`src/rtl/sub16_serial_pkg.sv`:
```
// Shared definitions for the nibble-serial subtractor: FSM state encoding
// and default operand/slice widths.
package sub16_serial_pkg;

    typedef enum logic [1:0] {
        ST_IDLE = 2'd0,
        ST_RUN  = 2'd1,
        ST_DONE = 2'd2
    } state_e;

    localparam int WIDTH_DEF = 16;
    localparam int SLICE_DEF = 4;

endpackage

```
`src/rtl/sub16_serial_sub_slice.sv`:
```
// One SLICE-bit ripple of full-adder cells. The b operand arrives already
// complemented, so a + bn_i + cin_i yields one slice of a - b.
module sub16_serial_sub_slice #(
    parameter int SLICE = 4
) (
    input  logic [SLICE-1:0] a_i,
    input  logic [SLICE-1:0] bn_i,
    input  logic             cin_i,
    output logic [SLICE-1:0] sum_o,
    output logic             cout_o
);

    logic [SLICE:0] cy;

    // Ripple the carry through SLICE full-adder cells.
    always_comb begin
        cy    = '0;
        sum_o = '0;
        cy[0] = cin_i;
        for (int i = 0; i < SLICE; i++) begin
            sum_o[i]  = a_i[i] ^ bn_i[i] ^ cy[i];
            cy[i+1]   = (a_i[i] & bn_i[i]) | (cy[i] & (a_i[i] ^ bn_i[i]));
        end
        cout_o = cy[SLICE];
    end

endmodule

```
`src/rtl/sub16_serial.sv`:
```
// Nibble-serial subtractor z = x - y, computed as x + ~y + 1 one slice per
// clock, with registered sign/zero/borrow/parity/overflow flags and
// valid/ready handshakes on both sides.
module sub16_serial
    import sub16_serial_pkg::*;
#(
    parameter int WIDTH = WIDTH_DEF,
    parameter int SLICE = SLICE_DEF
) (
    input  logic             clk,
    input  logic             rst_n,
    input  logic             in_valid,
    output logic             in_ready,
    input  logic [WIDTH-1:0] x,
    input  logic [WIDTH-1:0] y,
    output logic             out_valid,
    input  logic             out_ready,
    output logic [WIDTH-1:0] z,
    output logic             sign,
    output logic             zero,
    output logic             borrow,
    output logic             parity,
    output logic             overflow
);

    localparam int NSLICE = WIDTH / SLICE;
    localparam int IDXW   = (NSLICE > 1) ? $clog2(NSLICE) : 1;
    localparam logic [IDXW-1:0] IDX_LAST = IDXW'(NSLICE - 1);

    state_e           state_q;
    logic [IDXW-1:0]  idx_q;
    logic             carry_q;
    logic [WIDTH-1:0] x_q;
    logic [WIDTH-1:0] yn_q;
    logic [WIDTH-1:0] z_q;
    logic [WIDTH-1:0] z_d;
    logic             sign_q, zero_q, borrow_q, parity_q, overflow_q;
    logic             out_valid_q;

    logic [SLICE-1:0] x_s;
    logic [SLICE-1:0] yn_s;
    logic [SLICE-1:0] sum_s;
    logic             carry_d;

    // Select the operand slices addressed by the current index.
    always_comb begin
        x_s  = x_q[idx_q*SLICE +: SLICE];
        yn_s = yn_q[idx_q*SLICE +: SLICE];
    end

    sub16_serial_sub_slice #(
        .SLICE (SLICE)
    ) u_slice (
        .a_i    (x_s),
        .bn_i   (yn_s),
        .cin_i  (carry_q),
        .sum_o  (sum_s),
        .cout_o (carry_d)
    );

    // Insert the freshly computed slice into the result word.
    always_comb begin
        z_d = z_q;
        z_d[idx_q*SLICE +: SLICE] = sum_s;
    end

    // Operands are accepted when idle, or in DONE while the result is being consumed.
    assign in_ready = (state_q == ST_IDLE) || ((state_q == ST_DONE) && out_ready);

    // FSM, datapath registers and flags; reset discards any in-flight operation.
    always_ff @(posedge clk or negedge rst_n) begin
        if (!rst_n) begin
            state_q     <= ST_IDLE;
            idx_q       <= '0;
            carry_q     <= 1'b0;
            x_q         <= '0;
            yn_q        <= '0;
            z_q         <= '0;
            sign_q      <= 1'b0;
            zero_q      <= 1'b0;
            borrow_q    <= 1'b0;
            parity_q    <= 1'b0;
            overflow_q  <= 1'b0;
            out_valid_q <= 1'b0;
        end else begin
            case (state_q)
                ST_IDLE: begin
                    if (in_valid) begin
                        x_q     <= x;
                        yn_q    <= ~y;
                        carry_q <= 1'b1;
                        idx_q   <= '0;
                        state_q <= ST_RUN;
                    end
                end
                ST_RUN: begin
                    z_q     <= z_d;
                    carry_q <= carry_d;
                    idx_q   <= idx_q + IDXW'(1);
                    if (idx_q == IDX_LAST) begin
                        borrow_q    <= ~carry_d;
                        sign_q      <= z_d[WIDTH-1];
                        zero_q      <= (z_d == '0);
                        parity_q    <= ~^z_d;
                        overflow_q  <= (x_q[WIDTH-1] & yn_q[WIDTH-1] & ~z_d[WIDTH-1]) |
                                       (~x_q[WIDTH-1] & ~yn_q[WIDTH-1] & z_d[WIDTH-1]);
                        out_valid_q <= 1'b1;
                        state_q     <= ST_DONE;
                    end
                end
                ST_DONE: begin
                    if (out_ready) begin
                        out_valid_q <= 1'b0;
                        if (in_valid) begin
                            x_q     <= x;
                            yn_q    <= ~y;
                            carry_q <= 1'b1;
                            idx_q   <= '0;
                            state_q <= ST_RUN;
                        end else begin
                            state_q <= ST_IDLE;
                        end
                    end
                end
                default: begin
                    state_q     <= ST_IDLE;
                    out_valid_q <= 1'b0;
                end
            endcase
        end
    end

    assign out_valid = out_valid_q;
    assign z         = z_q;
    assign sign      = sign_q;
    assign zero      = zero_q;
    assign borrow    = borrow_q;
    assign parity    = parity_q;
    assign overflow  = overflow_q;

endmodule

```
`config.mk`:
```
export PLATFORM = sky130hd
export DESIGN_NAME = sub16_serial
export DESIGN_NICKNAME = d
export VERILOG_FILES = /design/src/rtl/sub16_serial_pkg.sv /design/src/rtl/sub16_serial_sub_slice.sv /design/src/rtl/sub16_serial.sv
export SDC_FILE = /design/constraint.sdc
export NUM_CORES = 1
export LEC_CHECK = 0
export BUFFER_PORTS_ARGS = -buffer_cell sky130_fd_sc_hd__clkbuf_2
export CAP_MARGIN = 20
export CORE_ASPECT_RATIO = 0.75
export CORE_UTILIZATION = 31
export CTS_CLUSTER_SIZE = 30
export DETAILED_ROUTE_END_ITERATION = 16
export SLEW_MARGIN = 40
export SYNTH_ARGS = -nofsm -noshare
export SYNTH_HDL_FRONTEND = slang
export SYNTH_SLANG_ARGS = --single-unit
```
`constraint.sdc`:
```
create_clock -name clk -period 4 [get_ports clk]
set_input_delay 0.8 -clock clk [delete_from_list [all_inputs] [get_ports clk]]
set_output_delay 0.8 -clock clk [all_outputs]
set_load 0.01 [all_outputs]
```
== Word-level counts from Yosys, hierarchy flattened ==
Index checks and enable logic that the tools add are counted.

* Input bits: 36
* Output and inout bits: 23
* Logic and storage cells: 88
* Register bits: 59

* Add/sub/neg operators: 2
* Bitwise logic cells: 31
* Shift operators: 4
* Equality and inequality tests: 6
* Mux-type cells: 21
* Reductions and logical operators: 12

{| class="wikitable"
|+ Operator list
! operator !! number
|-
| 2-to-1 mux 16 bit || 4
|-
| case mux 16 bit (2 select lines) || 2
|-
| negation 4 -> 34 bit || 1
|-
| variable shift 4 x 34 -> 16 bit (first input constant) || 1
|-
| indexed part select 4 x 34 -> 16 bit || 1
|-
| indexed part select 16 x 5 -> 4 bit || 2
|-
| bitwise mux 16 bit || 1
|-
| zero test 16 bit || 1
|-
| inverter 16 bit || 1
|-
| XNOR reduction 16 bit || 1
|-
| bitwise AND 1 bit || 12
|-
| case mux 2 bit (3 select lines) || 2
|-
| 2-to-1 mux 2 bit || 5
|-
| bitwise XOR 1 bit || 8
|-
| inequality test 2 bit (second input constant) || 3
|-
| case mux 1 bit (3 select lines) || 2
|-
| AND reduction 2 bit || 3
|-
| AND reduction 3 bit || 2
|-
| 2-to-1 mux 1 bit || 5
|-
| inverter 1 bit || 5
|-
| bitwise OR 1 bit || 5
|-
| equality test 2 bit (second input constant) || 2
|-
| nonzero test 3 bit || 1
|-
| adder 2 x 1 -> 2 bit (second input constant) || 1
|-
| 5 further kinds || 5
|}

== Depth between registers and ports, before layout ==
* Depth after elaboration: 14
* Depth in mapped cells: 16

== Hierarchy ==
From an unflattened synthesis, not the netlist that was laid out.

* Cells, all modules: 266
* Area total of the unflattened synthesis: 2976.6 µm²

{| class="wikitable"
|+ By module, submodules not included
! module !! cells each !! seq. area each (µm²) !! area each (µm²) !! times used
|-
| sub16_serial || 252 || 1476.4 || 2859.0 || 1
|-
| sub16_serial_sub_slice || 14 || 0.0 || 117.6 || 1
|}

== Worst setup path before layout ==
Ideal clock, no wire load.

* Kind: flip-flop to flip-flop
* Start: reg idx_q[0]
* End: reg parity_q (netlist: parity)
* Cell stages (with the launch flop): 17
* Arrival: 3.822 ns
* Setup slack: 0.101 ns
* Path buffers: 1
* Cells stage by stage: dfrtp_1 buf_2 mux4_2 inv_1 fa_1 inv_1 fa_1 inv_1 fa_1 fa_1 nor2_1 a21oi_1 ha_1 xnor2_1 xnor2_1 xnor3_1 o21ai_1

* Cells in the longest elaborated chain, start to end: 12

{| class="wikitable"
|+ Ends and longest elaborated chain
! what !! line !! source
|-
| from (decl) || sub16_serial.sv:31 || <nowiki>logic [IDXW-1:0] idx_q;</nowiki>
|-
| from (signal assigned) || sub16_serial.sv:99 || <nowiki>idx_q <= idx_q + IDXW'(1);</nowiki>
|-
| indexed part select 16 x 5 -> 4 bit (on tied branches) || sub16_serial.sv:47, sub16_serial.sv:48 ||
|-
| bitwise XOR 1 bit || sub16_serial_sub_slice.sv:21, sub16_serial_sub_slice.sv:22 ||
|-
| bitwise AND 1 bit || sub16_serial_sub_slice.sv:22 || <nowiki>cy[i+1] = (a_i[i] & bn_i[i]) | (cy[i] & (a_i[i] ^ bn_i[i]));</nowiki>
|-
| bitwise OR 1 bit || sub16_serial_sub_slice.sv:22 ||
|-
| bitwise AND 1 bit || sub16_serial_sub_slice.sv:22 ||
|-
| bitwise OR 1 bit || sub16_serial_sub_slice.sv:22 ||
|-
| bitwise AND 1 bit || sub16_serial_sub_slice.sv:22 ||
|-
| bitwise OR 1 bit || sub16_serial_sub_slice.sv:22 ||
|-
| bitwise XOR 1 bit || sub16_serial_sub_slice.sv:21 || <nowiki>sum_o[i] = a_i[i] ^ bn_i[i] ^ cy[i];</nowiki>
|-
| indexed part select 4 x 34 -> 16 bit || sub16_serial.sv:64 || <nowiki>z_d[idx_q*SLICE +: SLICE] = sum_s;</nowiki>
|-
| bitwise mux 16 bit || sub16_serial.sv:64 ||
|-
| XNOR reduction 16 bit || sub16_serial.sv:104 || <nowiki>parity_q <= ~^z_d;</nowiki>
|-
| to (signal assigned) || sub16_serial.sv:104 ||
|-
| to (decl) || sub16_serial.sv:37 || <nowiki>logic sign_q, zero_q, borrow_q, parity_q, overflow_q;</nowiki>
|}

Several ways; a longest one is shown, not always the timed one.
A chain may end at the register's enable or synchronous reset.

== Worst setup path after layout ==
Ends and elaborated chain as after synthesis.

==> flow_summary.toml <==
[yosys]
syn_avg_cell_area_um2 = 11.2
syn_nets = 319
syn_inst = 266
yosys.area.top_type_share_pct = 49.4
synth_ff_type = "dfrtp_1"
yosysWarnings = 0
synth.largest_area_cell = "dfrtp_1"
yosysSeqAreaShare_pct = 49.4
synth_edf_count = 0
synth_area_leaders = "dfrtp_1 (49%), mux2_2 (6.4%), mux4_2 (6.0%)"
async_reset_ff_share_pct = 100
syn-cell-area_um2 = 2990
synth_cell_types = 34
ys_seq_elements = 59

[layout]
n_antenna_cell = 0
postLayoutCoreUtil_pct = 41.1
regArea_um2 = 1480
nFillCells = 891
nets = 388
area_growth_pct = 26.6
drive_above_1_share_pct = 32.4
multi_input_area_um2 = 1410

[timing]
skew_ns = 0.00350
grt_setup_unrepaired = "no"
worstMarginPinSlew_ns = 0.565
period_share_pct = 93.8
slew_violations = 0
finalSetupViolCount = 0
maxSlewHeadroom_pct = 62.3
hold_viol_final = 0
fin_tns_setup_ns = 0
max_freq_mhz = 267
fin_crit_ns = 3.75

[placement]
port_buffers = 58
hpwl_mm = 5.39
gp_congestion = 0.907

[critical_path]
cp_max_fo = 4
worstPathArrival_ns = 4.00
required_ns = 4.25
crit_family = "adder cells"
critPathCaptureType = "register"
path_buf_inv = 3
path_cells = "mux4_2 > inv_1 > fa_1 > inv_1 > fa_1 > inv_1 > fa_1 > fa_1 > nor2_1 > a21oi_1 > ha_1 > xnor2_1 > xnor2_1 > xnor3_1 > o21ai_1"
critPathMaxStageDelay_ns = 0.54
criticalPathCategory = "reg -> reg"
crit_slowest_cell = "fa_1"
worstSetupStartpointType = "register"
crit_top_cell = "fa_1"

[floorplan]
die_w_um = 115
ioPinCount = 59
die_y_um = 87.0
dieArea_um2 = 10000
fp.coreArea_um2 = 9200
rows = 30
start_util_pct = 32.5

[cts]
cts_sinks = 59
clk_pin_slew_ns = 0.05
cts_buffers = 9
tritoncts = "built"
htree_levels = 3
clockBufferDepth = 2
cts_hold_buffers = 0
cts_resized = 0
clk_latency_ns = 0.33
cts_setup_buffers = 0
cts_root_buffer = "clkbuf_16"

[detailed_routing]
wl_met3_um = 539
drt-vias-per-instance = 4.84
drt-initial-drc-count = 113
topRoutingLayerUsed = "met4"
wl_met1_mm = 3.46
routed_wl_mm = 6.98
avgRoutedWirePerCell_um = 14.9
ant_nets = 0
dr_wl_met2_mm = 2.90
dr_total_vias = 2267
drc = 0
drt-pass1-iter-count = 4

[hold_path]
min-delay-path-class = "reg -> reg"

[grt]
overflow = 0
grt_start_max_net_pins = 42
gr-usage-all-layers_pct = 15.9
grt_antenna_before_repair = 0
grt_pass1_wl_mm = 11.8
grt_pass1_vias = 2280

[power_and_ir_drop]
clock_power_share_pct = 19.4
p_switching_w = 0.00168
combinationalPowerShare_pct = 54.6
peakVddDrop_v = 0.000409
power_density_nw_per_um2 = 1090
switching_share_pct = 40.7
internal_power_w = 0.00245
pwr-share-seq_pct = 25.9
leakagePower_nw = 1.77

[run]
maxCapViolCount = 0

[status]
outcome = "completed"
## layout by cell type (no fill, tap or decap), drive strengths merged, types with 7 or more instances in the layout
cell type  instances
buf                9
mux2              17
a21oi             14
clkbuf            68
inv               16
xnor2              7
mux4               8
ha                13
o21ai             28
a22o               9
nor2              16
dfrtp             59
nand2             32
## state kept, by name (all words and copies together) (netlist names)
register	flops
zero	1
overflow	1
x_q	16
idx_q	2
borrow	1
z	16
yn_q	16
parity	1
carry_q	1
out_valid	1
sign	1
state_q	2
## cells in the mapped netlist, drive strengths merged, types with 2 or more instances
cell type and count:
a22o 9, o21ai 28, a21oi 14, inv 16, nand4 2, xnor2 7, ha 13, nor2 16
dfrtp 59, mux4 8, clkbuf 5, fa 4, mux2 17, nor2b 4, and3 2, nand3b 2
and4 2, a22oi 5, nand3 4, a31oi 2, buf 4, nand2b 2, nand2 32
## kinds of logic (layout without fill, tap and decap cells)
group | count (synthesis) | after routing | share of synthesized area [%]
compound gates | 61 | 61 | 12.3
xor+xnor | 8 | 8 | 2.81
fa+ha+maj | 17 | 17 | 8.13
buf+inv | 25 | 99 | 3.31
flops | 59 | 59 | 49.4
mux | 25 | 25 | 12.4
simple gates | 71 | 71 | 11.6
## routing by layer
| layer | vias to the layer above | track usage, % |
|---|---|---|
| met5 | - | 0 |
| met3 | 7 | 4.94 |
| li1 | 1084 | - |
| met2 | 78 | 22.8 |
| met4 | 0 | 5.67 |
| met1 | 1098 | 22.5 |
## power groups by stage
| stage | combinational (W) | sequential, W | clock, W |
|---|---|---|---|
| 6_report | 0.00226 | 0.00107 | 0.000803 |
| 5_1_grt | 0.00248 | 0.00111 | 0.000848 |
| 4_1_cts | 0.00226 | 0.00107 | 0.000816 |
| 3_5_place_dp | 0.00225 | 0.00108 | 0 |
| 3_3_place_gp | 0.00220 | 0.00107 | 0 |
| 2_1_floorplan | 0.00156 | 0.00105 | 0 |
## worst register-to-register path: stages (launching register included)
cell     delay, ns
dfrtp_1       0.43
mux4_2        0.35
inv_1         0.05
fa_1          0.38
inv_1         0.07
fa_1          0.17
inv_1         0.05
fa_1          0.39
fa_1          0.54
nor2_1        0.06
a21oi_1       0.15
ha_1          0.26
xnor2_1       0.19
xnor2_1       0.16
xnor3_1       0.33
o21ai_1       0.11
## through the flow
stage	instance area (um2)	setup slack, ns	power, W	hold slack (ns)	std cells
finish	3780	0.250	0.00413	0.478	468
global route	3780	0.0479	0.00444	0.501	468
CTS	3780	0.213	0.00415	0.485	468
detailed placement	3470	0.249	0.00333	0.473	452
global placement	3460	0.369	0.00327	0.462	451
floorplan	2990	0.101	0.00261	0.445	266
## worst paths after layout
check,from,to,slack (ns),cells after the start
worst min register to register,yn_q[0]$_DFFE_PN0P_,yn_q[0]$_DFFE_PN0P_,0.48,2
max in group asynchronous,rst_n,z[8]$_DFFE_PN0P_,2.84,2
worst max register to register,idx_q[0]$_DFFE_PN0P_,parity$_DFFE_PN0P_,0.25,15
min in group asynchronous,rst_n,x_q[15]$_DFFE_PN0P_,0.49,1
worst max-delay path,idx_q[0]$_DFFE_PN0P_,parity$_DFFE_PN0P_,0.25,15
worst min-delay path,yn_q[0]$_DFFE_PN0P_,yn_q[0]$_DFFE_PN0P_,0.48,2
## final cells by class
| type | count | area share (%) |
|---|---|---|
| repair buffers | 67 | 9.63 |
| clock inverters | 6 | 2.12 |
| clock buffers | 10 | 6.06 |
| flip-flops and latches | 59 | 39.0 |
| inverters | 16 | 1.59 |
| well taps | 128 | 4.24 |
| multi-input cells | 182 | 37.3 |
Note: power is estimated with default switching activity, not from simulation.
